--- config.mk ---
export PLATFORM = sky130hd
export DESIGN_NAME = min_uint16_serial
export DESIGN_NICKNAME = d
export VERILOG_FILES = /design/src/rtl/min_uint16_serial.sv
export SDC_FILE = /design/constraint.sdc
export NUM_CORES = 1
export LEC_CHECK = 0
export CAP_MARGIN = 20
export CORE_MARGIN = 5
export CORE_UTILIZATION = 46
export CTS_CLUSTER_SIZE = 20
export DETAILED_ROUTE_END_ITERATION = 16
export PLACE_DENSITY = 0.84
export SLEW_MARGIN = 20
export SYNTH_ARGS = -nofsm -noshare
export SYNTH_HDL_FRONTEND = slang
export SYNTH_SLANG_ARGS = --single-unit
--- constraint.sdc ---
create_clock -name clk -period 1.9 [get_ports clk]
set_clock_uncertainty 0.05 [all_clocks]
set_input_delay 0.19 -clock clk [delete_from_list [all_inputs] [get_ports clk]]
set_output_delay 0.19 -clock clk [all_outputs]
set_load 0.02 [all_outputs]
--- src/rtl/min_uint16_serial.sv ---
// rtl/min_uint16_serial.sv - bit-serial MSB-first unsigned minimum of two operands
module min_uint16_serial #(
  parameter int WIDTH = 16
) (
  input  logic             clk,
  input  logic             rst,
  input  logic             start,
  input  logic [WIDTH-1:0] A,
  input  logic [WIDTH-1:0] B,
  output logic             busy,
  output logic             done,
  output logic [WIDTH-1:0] Y,
  output logic             a_lt_b
);

  localparam int IW = $clog2(WIDTH);
  localparam logic [IW-1:0] I_TOP = IW'(WIDTH - 1);

  localparam logic [1:0] S_IDLE = 2'd0;
  localparam logic [1:0] S_SCAN = 2'd1;
  localparam logic [1:0] S_DONE = 2'd2;

  logic [1:0]       state;
  logic [WIDTH-1:0] a_q;
  logic [WIDTH-1:0] b_q;
  logic [IW-1:0]    i;
  logic             decided;
  logic             lt;

  logic bit_a;
  logic bit_b;
  logic lt_nxt;
  logic decided_nxt;

  // The first differing bit from the MSB decides; later bits cannot override it.
  always_comb begin
    bit_a       = a_q[i];
    bit_b       = b_q[i];
    decided_nxt = decided | (bit_a ^ bit_b);
    lt_nxt      = lt;
    if (!decided && (bit_a ^ bit_b)) begin
      lt_nxt = ~bit_a;
    end
  end

  always_ff @(posedge clk) begin
    if (rst) begin
      state   <= S_IDLE;
      busy    <= 1'b0;
      done    <= 1'b0;
      Y       <= '0;
      a_lt_b  <= 1'b0;
      a_q     <= '0;
      b_q     <= '0;
      i       <= I_TOP;
      decided <= 1'b0;
      lt      <= 1'b0;
    end else begin
      case (state)
        S_IDLE: begin
          done <= 1'b0;
          if (start) begin
            a_q     <= A;
            b_q     <= B;
            i       <= I_TOP;
            decided <= 1'b0;
            lt      <= 1'b0;
            busy    <= 1'b1;
            state   <= S_SCAN;
          end
        end
        S_SCAN: begin
          decided <= decided_nxt;
          lt      <= lt_nxt;
          // Results are loaded on the edge into DONE so they are valid alongside done.
          if (i == '0) begin
            state  <= S_DONE;
            done   <= 1'b1;
            Y      <= lt_nxt ? a_q : b_q;
            a_lt_b <= lt_nxt;
          end else begin
            i <= i - 1'b1;
          end
        end
        S_DONE: begin
          done  <= 1'b0;
          busy  <= 1'b0;
          state <= S_IDLE;
        end
        default: begin
          done  <= 1'b0;
          busy  <= 1'b0;
          state <= S_IDLE;
        end
      endcase
    end
  end

endmodule

# == After elaboration in Yosys (flattened, before gate mapping) ==
# Index checks and enable logic that the tools add are counted.
# word_totals
ff_bits,59
inputBits,35
output_inout_bits,19
word_cells,49
# classes
add_sub_neg,1
magnitude_cmp,1
n_eq_ne,4
muxes,17
bitwise_logic,4
reduce_logical,12
# op_table
op,n
16-bit 2-to-1 mux,1
2-bit AND reduction,5
1-bit binary-select mux with 4-bit select,2
4-bit 2-to-1 mux,2
4-bit case mux with 2 select lines,1
2-bit != test (second input constant),3
1-bit case mux with 2 select lines,3
4-bit by 5-bit < comparator with 1-bit output (second input constant),1
1-bit 2-to-1 mux,5
4-bit logical NOT,1
2-bit 2-to-1 mux,2
2-bit case mux with 2 select lines,1
4-bit by 1-bit subtractor with 4-bit output (second input constant),1
3-bit AND reduction,1
2-bit by 1-bit == test with 1-bit output (second input constant),1
2-bit logical NOT,1
1-bit inverter,2
2-bit nonzero test,1
2-bit OR reduction,1
1-bit logical AND,1
1-bit logical NOT,1
1-bit bitwise OR,1
1-bit bitwise XOR,1

# == Longest topological paths before layout ==
# Gate-level depths: netlist of the first run.
# logic_depth
depth_word,6
ltp_mapped,10
mapped_depth_nobuf,8

# == Least setup slack after synthesis of the first run ==
# OpenSTA, ideal clock, no wires.
# synth_timing
path_kind,reg2reg
startpoint,register i[0]
endpoint,register Y[10]
setup_ps,124
arrival_time_ps,1893
required_time_ps,1726
slack_ps,-167
path_stages_with_launch,9
n_path_buf,2
period_less_slack_ps,2067
path_cell_list,dfxtp_1 -> buf_6 -> mux4_2 -> nand2b_4 -> and3_4 -> o31a_1 -> buf_6 -> o21ai_1 -> a31oi_1
# synth_via
elab_chain_cells,6
elab_cells_between_ends,11
classes_between,mux: 6; bitwise: 2; reduce/logical: 3
# synth_lines
element,line_no,source
"start, declared",26,logic [IW-1:0] i;
"start signal, assigned",82,i <= i - 1'b1;
1-bit binary-select mux with 4-bit select (on tied branches),"37, 38",
1-bit 2-to-1 mux (on tied branches),"37, 38",
1-bit bitwise XOR,41,if (!decided && (bit_a ^ bit_b)) begin
1-bit logical AND,41,
1-bit 2-to-1 mux,41,
16-bit 2-to-1 mux,79,Y <= lt_nxt ? a_q : b_q;
"end signal, assigned",79,
"end, declared",12,"output logic [WIDTH-1:0] Y,"
# Parallel ways exist; a longest one is shown, timed or not. The select of a mux whose other input is x is not followed.
# A chain may end at the register's enable or synchronous reset.

# == Final worst setup path of the first run ==
# layout_timing
startpoint,register i[0]
endpoint,register Y[0]
# The elaborated chain is that of the path after synthesis.

==> results of run 1 <==
cells in the final DEF (no fill, tap or decap), types with 2 or more instances in the layout:
| cell type | count |
|---|---|
| clkdlybuf4s50_1 | 53 |
| buf_12 | 7 |
| a31oi_1 | 15 |
| nor2_1 | 6 |
| o21ai_1 | 10 |
| inv_1 | 5 |
| mux2i_1 | 6 |
| buf_6 | 4 |
| a21oi_2 | 2 |
| clkbuf_8 | 11 |
| inv_2 | 2 |
| or3_1 | 2 |
| dfxtp_1 | 57 |
| xnor2_1 | 2 |
| nor3_2 | 2 |
| nand4_1 | 2 |
| nor3_1 | 3 |
| a21oi_1 | 49 |
| o21ai_0 | 17 |
| nor2b_1 | 3 |
| mux2i_2 | 2 |
| clkinv_2 | 3 |
| bufinv_16 | 2 |
| mux4_2 | 4 |
| dfxtp_4 | 2 |
| nand2_1 | 74 |
| nand3_1 | 18 |
| o21ai_2 | 6 |
| buf_4 | 50 |
| nor2_2 | 3 |
| nand3_2 | 2 |
area by class of cell:
cell class / instances / area [sq um] / share of cell area
well taps: 75 / 93.8 / 0.0224
flip-flops and latches: 59 / 1190 / 0.284
clock inverters: 5 / 75.1 / 0.0179
clock buffers: 11 / 151 / 0.0361
inverters: 8 / 32.5 / 0.00776
multi-input cells: 250 / 1530 / 0.366
repair buffers: 115 / 1120 / 0.266
worst min-delay path: stages:
cell,delay (ns)
clkdlybuf4s50_1,0.40
nand2_1,0.06
a21oi_1,0.05
flip-flops by register name (all words and copies together), names as in the netlist:
signal and cells:
i 4, decided 1, state 2, a_lt_b 1, Y 16, lt 1
a_q 16, busy 1, done 1, b_q 16
layer usage:
layer,GRT usage,part of all wire,vias to the layer above
li1,-,-,1416
met5,0,0,-
met4,0.112,0.044,0
met2,0.403,0.48,160
met1,0.302,0.39,1436
met3,0.0546,0.087,45
per-stage QoR:
stage	total power [mW]	utilization	area [sq um]	worst slack [ns]
after floorplan	1.61	-	2790	-0.159
after global placement	1.84	0.637	3750	-0.223
after detailed placement	1.85	0.637	3750	-0.338
after CTS	3.15	0.691	4070	-0.204
after global routing	3.34	0.712	4190	-0.437
final	3.22	0.712	4190	-0.362
final timing paths:
kind,startpoint,endpoint,depth (start not counted)
max,i[0]$_SDFFE_PP1P_,Y[0]$_SDFFE_PP0P_,7
min,A[10],a_q[10]$_SDFFE_PP0P_,3
max reg2reg,i[0]$_SDFFE_PP1P_,Y[0]$_SDFFE_PP0P_,7
min reg2reg,busy$_SDFFE_PP0P_,busy$_SDFFE_PP0P_,2
power groups by stage:
stage / sequential, mW / combinational, mW / clock [mW]
global route: 1.33 / 0.642 / 1.36
finish: 1.33 / 0.606 / 1.29
floorplan: 1.35 / 0.262 / 0
CTS: 1.33 / 0.533 / 1.29
detailed placement: 1.36 / 0.497 / 0
global placement: 1.35 / 0.487 / 0
cells by family (layout without fill, tap and decap cells):
logic type,count (synthesis),after routing,share of synthesized area
AND/OR/NAND/NOR,122,122,0.197
AO/OA/AOI/OAI,110,110,0.228
flip-flops,59,59,0.426
buffers and inverters,34,139,0.0613
multiplexers,14,14,0.0744
XOR/XNOR,3,3,0.00947
adder cells (fa/ha/maj),1,1,0.00451
timing repair:
| item | in CTS | in global routing |
|---|---|---|
| resized for setup | 21 | 20 |
| gates cloned | 0 | 1 |
| buffers inserted | 4 | 3 |
| pin swaps | 5 | 14 |
| setup endpoints to repair | 23 | 23 |
==> results.yml, run 1 <==
run_status:
  outcome: "finished, violations left"
  violations: "negative setup slack"
global_route:
  grt_max_degree: 36
  grt_antenna_before_repair: 0
  grt_pass1_vias: 2889
  grt.overflow.total: 0
  grt_pass1_wl_um: 14300
  grt_usage: 0.244
timing:
  post-route-period-util: 1.19
  rsz0062_at_grt: "true"
  tightest_slew_ns: 0.414
  final_hold_viol_count: 0
  post-route-min-period_ns: 2.26
  hold_ws_ns: 0.349
  maxSlewViolCount: 0
  final-setup-viol-count: 19
  max_freq_ghz: 0.442
  setup_ws_ns: -0.362
  relSlewSlack: 0.720
  tns_ns: -5.40
synth:
  syn_inst: 343
  synth-async-reset-ratio: 0
  synth_area_leaders: "dfxtp_1 43%, nand2_1 10%, a21oi_1 9.2%, o21ai_0 4.1%, a31oi_1 3.6%"
  yosysMostFrequentCell: "nand2_1"
  synth_ff_type: "dfxtp_1"
  syn_area_sq_mm: 0.00278
  synth_nets: 379
  synth_edf_count: 0
  yosysSeqAreaShare: 0.426
  synth_common_cells: "74 x nand2_1, 59 x dfxtp_1, 51 x a21oi_1"
  synth_top_area_frac: 0.426
  avgSynthCellArea_sq_um: 8.09
  ys_ff_latch: 59
  yosysWarnings: 0
  ys_types: 40
  yosys.area.top_type: "dfxtp_1"
die:
  die_y_um: 87.7
  die_x_um: 87.7
  die_area_sq_mm: 0.00769
  start_util: 0.472
  rows: 28
  core_sq_mm: 0.00589
  ios: 54
finish:
  nets: 479
  drive_above_1_share: 0.263
  n_fill_cell: 430
  antennaDiodeCount: 0
  syn_to_final_growth_pct: 51.0
  finalNonFillerCells: 523
worst_setup_path:
  crit_family: "multiplexers"
  start_kind: "flip-flop"
  cp.buffers_inverters: 2
  cp_max_fo: 5
  critPathRequiredTime_ns: 2.04
  crit_type: "flip-flop to flip-flop"
  crit_chain: "buf_12, mux4_2, mux2i_1, mux2i_4, buf_6, o311ai_1, a41oi_2"
  r2r_slack_ns: -0.36
  critPathMaxStageDelay_ns: 0.48
  worstPathArrival_ns: 2.41
  critical_path.slowest_cell: "mux4_2"
  end_kind: "flip-flop"
clocking:
  cts_root_buf: "clkbuf_8"
  ctsHoldBuffers: 0
  cts_buffer_depth: 2
  clkLatencyLatePin_ns: 0.34
  cts_max_level: 3
  cts_tree: "yes"
  numCtsBuffers: 9
  numClockSinks: 59
  clkSlewWorstSetupHoldPaths_ns: 0.07
pwr:
  power.switching_mw: 0.826
  ir_drop_v: 0.000543
  p_int_mw: 2.40
  power_density_mw_per_mm2: 769
  clockPowerShare: 0.399
  pwr-share-comb: 0.188
  power_frac_seq: 0.413
  power.leakage_nw: 1.63
  switching_share: 0.256
route:
  drc_errors: 0
  firstDrtPassIters: 5
  wirelength_um: 9580
  ant_nets: 0
  vias_per_cell: 5.85
  wire_per_inst_um: 18.3
  vias: 3057
  drt_iter0_drc: 344
placement:
  io_buffer_count: 53
  hpwl_um: 6570
  dp.cells: 499
  gp_congestion: 0.934
hold_path:
  min_path_type: "input pin to flip-flop"
flow_run:
  maxCapViolCount: 0
(Power assumes the default switching activity.)
==> run 2: changes to the inputs <==
CORE_UTILIZATION = 51   (was 46)
PLACE_DENSITY = 0.88   (was 0.84)
REMOVE_ABC_BUFFERS = 1   (was not set)
clock period = 2.5 ns   (was 1.9 ns; I/O delays follow)
==> run 2 against run 1 <==
The flow now finishes without violations. Sequential power fell by 23%. First-iteration DRC count fell by 54%. Fmax rose by 0.55%. Final cell count down 9.2%. Register-to-register slack improved by 0.61 ns. Clock power fell by 39%. Non-clock buffer count shrank 43. Total power fell by 34%. Largest cell class unchanged.
==> results.yml, run 2 (synthesized netlist as in run 1, its figures left out) <==
finish:
  finish.utilization: 0.689
  final_common_cell: "nand2_1"
  syn_to_final_growth_pct: 29.2
  drive_above_1_share: 0.121
  antennaDiodeCount: 0
  final_cell_area_sq_mm: 0.00358
  reg_top3: "Y: 16 flops, a_q: 16 flops, b_q: 16 flops"
  n_fill_cell: 431
  nets: 436
  layout_common_cells: "74 x nand2_1, 57 x dfxtp_1, 53 x clkdlybuf4s50_1, 51 x a21oi_1, 23 x o21ai_0"
placement:
  io_buffer_count: 53
  place_ws_ns: 0.103
  hpwl_um: 5240
  place_area_sq_mm: 0.00340
  gp_congestion: 0.903
timing:
  final_hold_viol_count: 0
  max_freq_ghz: 0.445
  final-setup-viol-count: 0
  post-route-period-util: 0.900
  maxSlewViolCount: 0
  tns_ns: 0
  rsz0062_at_grt: "false"
  setup_ws_ns: 0.250
  relSlewSlack: 0.571
  post-route-min-period_ns: 2.25
  tightest_slew_ns: 0.644
  hold_ws_ns: 0.393
clocking:
  numClockSinks: 59
  cts_tree: "yes"
  cts_buffer_depth: 2
  clkSlewWorstSetupHoldPaths_ns: 0.07
  numCtsBuffers: 9
  cts_root_buf: "clkbuf_8"
  cts_max_level: 3
  clkLatencyLatePin_ns: 0.35
  postCtsSetupBuffers: 0
die:
  start_util: 0.533
  die_area_sq_mm: 0.00702
  die_y_um: 83.8
  rows: 26
  die_x_um: 83.8
  ios: 54
  core_sq_mm: 0.00520
hold_path:
  min_path_type: "input pin to flip-flop"
flow_run:
  maxCapViolCount: 0
global_route:
  grt_usage: 0.220
  grt.overflow.total: 0
  busiest_layer: "met2"
  grt_antenna_before_repair: 0
  globalRouteMet3Util: 0.0780
  grt_pass1_vias: 2692
  grt_pass1_wl_um: 12500
  grt_use_met2: 0.367
  grt_max_degree: 35
  use_met1: 0.262
worst_setup_path:
  crit_chain: "mux4_2, nand2b_4, and3_4, o31a_1, buf_4, o21ai_0, a31oi_1"
  cp_max_fo: 7
  start_kind: "flip-flop"
  critical_path.slowest_cell: "mux4_2"
  crit_type: "flip-flop to flip-flop"
  worstPathArrival_ns: 2.43
  critPathMaxStageDelay_ns: 0.54
  critPathRequiredTime_ns: 2.68
  end_kind: "flip-flop"
route:
  wirelength_um: 7400
  vias: 2655
  vias_per_cell: 5.59
  drc_errors: 0
  firstDrtPassIters: 4
  drt_iter0_drc: 157
  ant_nets: 0
  wire_per_inst_um: 15.6
pwr:
  power.leakage_nw: 1.33
  p_int_mw: 1.54
  pwr-share-comb: 0.146
  clockPowerShare: 0.371
  ir_drop_v: 0.000375
  power.switching_mw: 0.579
  power_frac_seq: 0.483
  power_density_mw_per_mm2: 590
  switching_share: 0.274
run_status:
  outcome: "finished, final reports clean"
==> run 2: cell type report <==
| type | count | area (sq um) | area share |
|---|---|---|---|
| clock buffer | 12 | 155 | 0.0433 |
| clock inverter | 4 | 25.0 | 0.00698 |
| inverter | 8 | 30.0 | 0.00838 |
| multi-input combinational | 250 | 1430 | 0.399 |
| sequential | 59 | 1180 | 0.330 |
| tap | 70 | 87.6 | 0.0244 |
| timing repair buffer | 72 | 673 | 0.188 |
==> run 2: worst paths after layout <==
path	start	end	slack (ns)	cells after the start
max reg2reg	i[0]$_SDFFE_PP1P_	Y[3]$_SDFFE_PP0P_	0.25	7
max	i[0]$_SDFFE_PP1P_	Y[3]$_SDFFE_PP0P_	0.25	7
min	B[0]	b_q[0]$_SDFFE_PP0P_	0.39	3
min reg2reg	busy$_SDFFE_PP0P_	busy$_SDFFE_PP0P_	0.42	2
==> run 2: power groups by stage <==
stage	Clock (mW)	Sequential, mW	Combinational, mW
detailed placement	0	1.04	0.304
floorplan	0	1.03	0.157
global route	0.850	1.02	0.338
finish	0.784	1.02	0.309
CTS	0.803	1.02	0.306
global placement	0	1.04	0.298
==> run 2: layer usage <==
layer / part of all wire / routed length (um)
met4: 0.013 / 95
met5: 0 / 0
met3: 0.084 / 619
met2: 0.47 / 3510
met1: 0.43 / 3180
==> run 2: repair_timing <==
action | in CTS | in global routing
resized for setup | 0 | 3
setup endpoints to repair | 0 | 20
endpoints found under the hold margin | 0 | 0
hold buffers | 0 | 0
==> run 2: critical path, delay by kind of cell, from the launching register on <==
| family | cells | cell delay, ns |
|---|---|---|
| mux | 1 | 0.54 |
| compound gates | 3 | 0.59 |
| flops | 1 | 0.45 |
| simple gates | 2 | 0.32 |
| buf+inv | 1 | 0.17 |
==> run 2: metrics by stage <==
step / instances / power (mW)
finish: 475 / 2.11
CTS: 475 / 2.13
detailed placement: 459 / 1.34
floorplan: 317 / 1.19
global route: 475 / 2.21
global placement: 459 / 1.34
==> run 3: changes to the inputs <==
CELL_PAD_IN_SITES_DETAIL_PLACEMENT = 1   (was not set)
CELL_PAD_IN_SITES_GLOBAL_PLACEMENT = 2   (was not set)
CORE_UTILIZATION = 30   (was 51)
==> run 3 against run 2 <==
Count of clock-buffer cells in the layout unchanged. Fmax is 5.7% lower. Critical path depth unchanged. Clock power grew 17%. Register-to-register slack got worse by 0.14 ns. Utilization fell by 29 points. Global-route usage fell by 6.6 points. Final area is 2.3% higher. Hold slack better by 0.0074 ns. Sequential power hardly changed. Sequential share of layout area down 0.79 points.
==> results.yml, run 3 (synthesized netlist as in run 1, its figures left out) <==
clocking:
  clkLatencyLatePin_ns: 0.34
  numClockSinks: 59
  cts_tree: "yes"
  cts_buffer_depth: 2
  postCtsSetupBuffers: 0
  clkSlewWorstSetupHoldPaths_ns: 0.07
  numCtsBuffers: 9
  cts_max_level: 3
  cts_root_buf: "clkbuf_8"
worst_setup_path:
  critical_path.slowest_cell: "mux4_2"
  cp.buffers_inverters: 2
  worstPathArrival_ns: 2.53
  crit_chain: "buf_4, mux4_2, mux2i_1, mux2i_1, buf_4, o311ai_0, a41oi_1"
  cp_max_fo: 12
  crit_type: "flip-flop to flip-flop"
  rr_startpoint: "i[0]$_SDFFE_PP1P_"
  critPathMaxStageDelay_ns: 0.50
  crit_family: "multiplexers"
  end_kind: "flip-flop"
  startpoint: "i[0]$_SDFFE_PP1P_"
  critPathRequiredTime_ns: 2.65
  start_kind: "flip-flop"
pwr:
  power_density_mw_per_mm2: 615
  ir_drop_v: 0.000228
  power.leakage_nw: 1.36
finish:
  finish.utilization: 0.403
  syn_to_final_growth_pct: 32.2
  layout_common_cells: "74 x nand2_1, 58 x dfxtp_1, 53 x clkdlybuf4s50_1, 51 x a21oi_1, 23 x o21ai_0"
  nets: 435
  antennaDiodeCount: 0
  final_common_cell: "nand2_1"
  finalNonFillerCells: 515
  drive_above_1_share: 0.116
  reg_top3: "Y: 16 flops, a_q: 16 flops, b_q: 16 flops"
global_route:
  grt_antenna_before_repair: 0
  grt_pass1_wl_um: 13900
  grt.overflow.total: 0
  grt_pass1_vias: 2742
  grt_usage: 0.154
  grt_max_degree: 35
route:
  wirelength_um: 8460
  firstDrtPassIters: 4
  wire_per_inst_um: 16.4
  vias_per_cell: 5.18
  m1WireLength_um: 3940
  met3_length_um: 426
  drt_iter0_drc: 82
  ant_nets: 0
  top_layer: "met4"
  vias: 2667
  drc_errors: 0
  wl_met2_um: 3950
hold_path:
  min_from: "B[8]"
  min_path_type: "input pin to flip-flop"
die:
  start_util: 0.305
  ios: 54
  rows: 35
  die_x_um: 106
  core_sq_mm: 0.00911
  die_area_sq_mm: 0.0113
  die_y_um: 106
timing:
  final-setup-viol-count: 0
  rsz0062_at_grt: "false"
  final_hold_viol_count: 0
  relSlewSlack: 0.573
  post-route-period-util: 0.954
  tightest_slew_ns: 0.640
  max_freq_ghz: 0.419
  post-route-min-period_ns: 2.39
  maxSlewViolCount: 0
run_status:
  outcome: "finished, final reports clean"
placement:
  hpwl_um: 6190
  dp.cells: 499
  gp_congestion: 0.892
  io_buffer_count: 53
flow_run:
  maxCapViolCount: 0
-- run 3: timing repair --
| item | 4_1_cts | 5_1_grt |
|---|---|---|
| hold buffers | 0 | 0 |
| setup endpoints to repair | 0 | 1 |
| gates resized for setup | 0 | 1 |
-- run 3: per-stage QoR --
step | setup TNS (ns) | hold WS, ns | cell area (sq um) | total power [mW] | worst slack (ns)
final | 0 | 0.400 | 3670 | 2.26 | 0.115
after detailed placement | 0 | 0.416 | 3450 | 1.36 | 0.142
after global placement | 0 | 0.407 | 3450 | 1.35 | 0.255
after floorplan | -0.147 | 0.269 | 2640 | 1.19 | -0.0748
after CTS | 0 | 0.390 | 3670 | 2.28 | 0.125
after global routing | 0 | 0.395 | 3670 | 2.36 | 0.0212
-- run 3: final cells by class --
cell class	count	area (sq um)
tap	111	139
sequential	59	1180
clock buffer	12	165
clock inverter	4	47.5
timing repair buffer	71	678
fill	1098	5440
inverter	8	30.0
multi-input combinational	250	1430
-- run 3: final timing paths --
check	end	slack, ns	cells past startpoint
max	Y[0]$_SDFFE_PP0P_	0.11	7
min	b_q[8]$_SDFFE_PP0P_	0.40	3
max reg2reg	Y[0]$_SDFFE_PP0P_	0.11	7
min reg2reg	busy$_SDFFE_PP0P_	0.42	2
-- run 3: worst register-to-register path, cell delays in order (launching register included) --
cell and delay, ns:
dfxtp_1 0.41, buf_4 0.18, mux4_2 0.50, mux2i_1 0.15
mux2i_1 0.18, buf_4 0.24, o311ai_0 0.34, a41oi_1 0.18
-- run 3: per-layer routing --
metal  up-vias  global-route usage
met2        66               0.252
met1      1259               0.199
met5         -                   0
met3        12              0.0279
met4         0              0.0657
li1       1330                   -
-- run 3: power by group --
part / switching (mW) / total [mW] / internal, mW / leakage [nW]
clock network: 0.382 / 0.920 / 0.538 / 0.108
logic: 0.167 / 0.316 / 0.149 / 0.770
registers: 0.0440 / 1.02 / 0.977 / 0.481
total: 0.593 / 2.26 / 1.66 / 1.36
